===== config.mk =====
export PLATFORM = sky130hd
export DESIGN_NAME = ifetch
export DESIGN_NICKNAME = d
export VERILOG_FILES = /design/src/rtl/ifetch.sv
export SDC_FILE = /design/constraint.sdc
export NUM_CORES = 1
export LEC_CHECK = 0
export ABC_AREA = 1
export BUFFER_PORTS_ARGS = -buffer_cell sky130_fd_sc_hd__buf_2
export CAP_MARGIN = 20
export CORE_MARGIN = 4
export CORE_UTILIZATION = 39
export CTS_CLUSTER_DIAMETER = 60
export DETAILED_ROUTE_END_ITERATION = 12
export GPL_TIMING_DRIVEN = 0
export HOLD_SLACK_MARGIN = 0.1
export SETUP_SLACK_MARGIN = 0.5
export SYNTH_ARGS = -nofsm -noshare
export SYNTH_HDL_FRONTEND = slang
export SYNTH_SLANG_ARGS = --single-unit
export TNS_END_PERCENT = 50

===== constraint.sdc =====
create_clock -name clk -period 3.6 [get_ports clk]
set_input_delay 0.72 -clock clk [delete_from_list [all_inputs] [get_ports clk]]
set_output_delay 0.72 -clock clk [all_outputs]
set_load 0.05 [all_outputs]

===== src/rtl/ifetch.sv =====
// Instruction fetch: drives pc, captures 1-cycle synchronous imem data into a 2-entry buffer.
// Latency: issue to instr_valid is 2 edges; 1 instr/cycle; stalls hold the PC, br_take flushes.
module ifetch #(
  parameter int Psize = 6,
  parameter int Isize = 24
) (
  input  logic             clk,
  input  logic             reset,
  input  logic [Psize-1:0] PCout,
  output logic             PCincr,
  output logic [Psize-1:0] Branchaddr,
  input  logic [Isize-1:0] imem_rdata,
  output logic [Isize-1:0] instr,
  output logic [Psize-1:0] instr_pc,
  output logic             instr_valid,
  input  logic             instr_ready,
  input  logic             br_take,
  input  logic [Psize-1:0] br_target
);

  logic [1:0]       cnt;
  logic             pend;
  logic [Psize-1:0] pend_pc;
  logic [Isize-1:0] ent0_i, ent1_i;
  logic [Psize-1:0] ent0_p, ent1_p;

  logic             pop;
  logic             issue;
  logic [2:0]       occ;
  logic [1:0]       cnt_ap;
  logic [1:0]       n_cnt;
  logic [Isize-1:0] n_ent0_i, n_ent1_i;
  logic [Psize-1:0] n_ent0_p, n_ent1_p;

  assign instr_valid = (cnt != 2'd0);
  assign instr       = ent0_i;
  assign instr_pc    = ent0_p;
  assign pop         = instr_valid & instr_ready;

  // Occupancy counts the in-flight word, so the buffer can never be overrun.
  always_comb begin
    occ        = {1'b0, cnt} + {2'b00, pend};
    issue      = reset & ~br_take & ((occ - {2'b00, pop}) <= 3'd1);
    PCincr     = issue;
    Branchaddr = !reset ? '0 : (br_take ? br_target : PCout);
  end

  always_comb begin
    cnt_ap   = cnt - {1'b0, pop};
    n_cnt    = cnt_ap + {1'b0, pend};
    n_ent0_i = ent0_i;
    n_ent0_p = ent0_p;
    n_ent1_i = ent1_i;
    n_ent1_p = ent1_p;
    if (pop) begin
      n_ent0_i = ent1_i;
      n_ent0_p = ent1_p;
    end
    if (pend) begin
      if (cnt_ap == 2'd0) begin
        n_ent0_i = imem_rdata;
        n_ent0_p = pend_pc;
      end else begin
        n_ent1_i = imem_rdata;
        n_ent1_p = pend_pc;
      end
    end
  end

  always_ff @(posedge clk or negedge reset) begin
    if (!reset) begin
      cnt     <= 2'd0;
      pend    <= 1'b0;
      pend_pc <= '0;
      ent0_i  <= '0;
      ent0_p  <= '0;
      ent1_i  <= '0;
      ent1_p  <= '0;
    end else if (br_take) begin
      cnt  <= 2'd0;
      pend <= 1'b0;
    end else begin
      cnt    <= n_cnt;
      pend   <= issue;
      ent0_i <= n_ent0_i;
      ent0_p <= n_ent0_p;
      ent1_i <= n_ent1_i;
      ent1_p <= n_ent1_p;
      if (issue) pend_pc <= PCout;
    end
  end

  a_no_overflow: assert property (@(posedge clk) disable iff (!reset)
    !(pend && !br_take && cnt_ap == 2'd2));

endmodule


; ---- Word level (Yosys, flattened, before mapping)
; Cells that the tools add are included.
[word_totals]
inputBits = 40
mem_bits_ro = 0
reg_bits = 69
latchBits = 0
n_memories = 0
ramBits = 0
output_inout_bits = 38
word_cells = 31
[op_classes]
n_mul = 0
mux = 10
add_sub_neg = 4
n_shift = 0
n_bitwise = 5
n_reduce_logical = 4
n_eq_ne = 0
n_lt_le_gt_ge = 1
div_mod_pow = 0
[ops]
columns = operator, n
row1 = 2-to-1 mux 24 bit, 3
row2 = 2-to-1 mux 6 bit, 5
row3 = adder 2 x 1 -> 3 bit, 1
row4 = bitwise AND 1 bit, 3
row5 = <= comparator 3 x 1 -> 1 bit (second input constant), 1
row6 = AND reduction 3 bit, 1
row7 = subtractor 3 x 1 -> 3 bit, 1
row8 = adder 2 x 1 -> 2 bit, 1
row9 = logical NOT 2 bit, 1
row10 = 2-to-1 mux 2 bit, 1
row11 = inverter 1 bit, 2
row12 = AND reduction 2 bit, 1
row13 = nonzero test 2 bit, 1
row14 = subtractor 2 x 1 -> 2 bit, 1
row15 = 2-to-1 mux 1 bit, 1

; ---- Logic depth before layout (Yosys ltp)
[depth]
word_depth = 6
ltp_mapped = 13

; ---- Least setup slack after synthesis
; No wires, ideal clock.
[synth_path]
kind = input-to-output
startpoint = input port instr_ready
endpoint = output port PCincr
slack_ns = 0.463
n_path_buf = 2
arrival_time_ns = 2.417
cell_stages = 11
required_ns = 2.880
cell_sequence = buf_2 nand2_2 xnor2_1 ha_1 inv_1 fa_1 nand2_1 nor2_1 nand2_1 buf_2 inv_1
[synth_via]
elab_chain_cells = 4
[synth_lines]
columns = item, line
row1 = "start, declared", 16  ; input logic instr_ready,
row2 = bitwise AND 1 bit, 38  ; assign pop = instr_valid & instr_ready;
row3 = subtractor 3 x 1 -> 3 bit, 43  ; issue = reset & ~br_take & ((occ - {2'b00, pop}) <= 3'd1);
row4 = <= comparator 3 x 1 -> 1 bit, 43
row5 = bitwise AND 1 bit, 43
row6 = "end, declared", 10  ; output logic PCincr,
; Every way passes these cells.

; ---- Worst setup path after layout
[layout_path]
startpoint = register pend
endpoint = output port PCincr
[layout_via]
elab_chain_cells = 4
[layout_lines]
columns = item, line
row1 = "start, declared", 22  ; logic pend;
row2 = "start signal, assigned", 84  ; pend <= issue;
row3 = adder 2 x 1 -> 3 bit, 42  ; occ = {1'b0, cnt} + {2'b00, pend};
row4 = subtractor 3 x 1 -> 3 bit, 43
row5 = <= comparator 3 x 1 -> 1 bit, 43
row6 = bitwise AND 1 bit, 43
; Every way passes these cells.

==> flow_summary.toml <==
[run_status]
status = "complete, no violations"

[detailed_routing]
routed-via-count = 3402
drc_errors = 0
drt-initial-drc-count = 181
drt_pre_antenna_iters = 6
routed_wl_um = 9485
vias_per_cell = 4.819
ant_nets = 0
wl_per_cell_um = 13.43

[setup_path]
crit_chain = "buf_6, buf_8, xnor2_2, ha_2, inv_1, fa_1, nand2_1, nor2_2, nand2_2, buf_6, clkinvlp_4, buf_8"
critical_path_class = "register to output port"
endpoint_kind = "output port"
crit_slowest_cell = "fa_1"
cp.buffers_inverters = 6
critPathRequiredTime_ns = 2.88
max_stage_delay_ns = 0.48
cp_num_cells = 12
path_max_fanout = 10
crit_family = "adder cells"
ff2ff_path_depth = 13
startpoint_type = "register"
cp.arrival_ns = 2.37

[timing]
worst_slew_pin_slew_ns = 0.5112
rsz0062_at_grt = "true"
hold_viol = 0
fmax_mhz = 323.7
skew_ns = 0.009582
slew_violations = 0
slew_headroom_pct = 65.92
finalSetupViolations = 0
hold_slack_ns = 0.2749
layout_min_cycle_time_ns = 3.089
fin_crit_sh_pct = 85.82

[floorplanning]
dieArea_mm2 = 0.01099
core-area_mm2 = 0.009196
row_count = 35
initial_core_util_pct = 39.76
ioPinCount = 78
die_w_um = 104.8
die_h_um = 104.8

[synthesis]
netlist_area_mm2 = 0.003656
yosys_warnings = 0
avgSynthCellArea_um2 = 7.401
syn_inst = 494
synthesis.nets = 537
ys_ff_latch = 69
synth_seq_area_share_pct = 47.23
synth_cell_types = 19

[clock_network]
htree_levels = 3
clk_latency_ns = 0.34
root_buffer = "clkbuf_8"
path_clk_slew_ns = 0.07
cts_tree = "built"
numCtsBuffers = 9
cts_num_sinks = 69
cts_hold_buf = 0
clock_path_buffers = 2

[place]
place_inst = 682
place_congestion = 0.7940
io_buffers = 76
hpwl_um = 6643

[cells_and_area]
instances_no_fill = 706
diodes = 0
drive_gt1_share_pct = 22.86
nets = 634
layout.cells.most_common = "nand2_1"
final_cell_mix = "nand2_1, inv_1, buf_2"
synthToLayoutAreaGrowth_pct = 23.07

[run]
max_cap_violations = 0

[power]
p_leak_nw = 2.641
fin_total_pwr_w = 0.002662
power-per-cell-area_mw_per_mm2 = 591.5
ir_worst_vdd_v = 0.0003044

[grt]
grtUsageTotal_pct = 18.29
grt_max_degree = 56
overflow = 0
grt_pass1_vias = 3398
grt_pass1_wl_um = 16370
antenna_found_initial = 0

[worst_hold_path]
hp-class = "primary input to async pin"
## synthesized netlist by cell type
master,instances,area [µm²]
ha_1,2,25.02
clkbuf_1,12,45.04
xnor2_1,2,17.52
inv_2,3,11.26
buf_2,17,85.08
buf_6,3,33.78
fa_1,1,20.02
nor2_1,34,127.6
xor2_1,1,8.760
nand3_2,2,20.02
nand3_1,61,305.3
a21oi_1,36,180.2
o21ai_0,12,60.06
inv_1,101,379.1
nand2_2,4,25.02
nand4_1,30,187.7
nand2_1,102,382.9
buf_4,2,15.01
dfrtp_1,69,1727
## worst reg2reg max path, delay by kind of cell, from the launching register on
kind                       cells  cell delay [ns]
adders and majority gates      2             0.65
AOI/OAI and AO/OA              1             0.07
buffers and inverters          5             0.57
and+or+nand+nor                4             0.30
xor gates and xnor gates       1             0.12
DFF                            1             0.39
## metal layers
metal	part of all wire [%]	GRT usage [%]	vias up	wire, µm
li1	-	-	1725	-
met1	44	24.13	1564	4197
met2	49	29.24	97	4612
met3	5.0	3.768	16	470
met4	2.2	7.685	0	205
met5	0	0	-	0
## final timing paths
| path | from | to | slack, ns |
|---|---|---|---|
| max reg2reg | pend | pend_pc[4] | 1.37 |
| min in group clk | pend_pc[0] | pend_pc[0] | 0.51 |
| max in group asynchronous | reset | cnt[1] | 2.74 |
| max | pend | PCincr | 0.51 |
| min | reset | instr[12] | 0.27 |
| min reg2reg | pend_pc[0] | pend_pc[0] | 0.51 |
## stage by stage
step	util [%]	instance area [µm²]	setup TNS, ns	worst slack [ns]
2_1_floorplan	-	3660	0	0.5436
3_3_place_gp	45.44	4179	-0.09735	-0.09735
3_5_place_dp	45.77	4209	0	0.2591
4_1_cts	48.76	4484	0	0.4546
5_1_grt	48.93	4499	0	0.3698
6_report	48.93	4499	0	0.5106
## cell families (layout without fill, tap and decap cells)
group           after synthesis  after routing  synth area share [%]
flops                        69             69                 47.23
xor+xnor                      3              3                0.7188
buf+inv                     138            239                 15.57
simple gates                233            233                 28.68
compound gates               48             48                 6.571
fa+ha+maj                     3              3                 1.232
## state kept, by name (all words and copies together), names as in the netlist
register / count
instr: 24
ent1_p: 6
pend_pc: 6
cnt: 2
instr_pc: 6
ent1_i: 24
pend: 1
## repair_timing
item,in CTS,in global routing
endpoints found under the setup margin,1,1
pin swaps,4,2
gates resized for setup,18,2
setup buffers,8,1
cloned,0,0
hold endpoints to repair,0,0
## where the power goes
group | switching [W] | internal, W
clock network | 0.000278 | 0.000264
registers | 0.0000861 | 0.000983
logic | 0.000772 | 0.000278
## cell type report
type                       instances  area (µm²)
buffer                            34       203.9
clock buffer                      13       148.9
clock inverter                     2       10.01
fill                             952        4697
inverter                         104       396.6
multi-input combinational        287        1385
sequential                        69        1728
tap                              111       138.9
timing repair buffer              86       488.0
No activity file was read; power rests on OpenSTA's default activity.
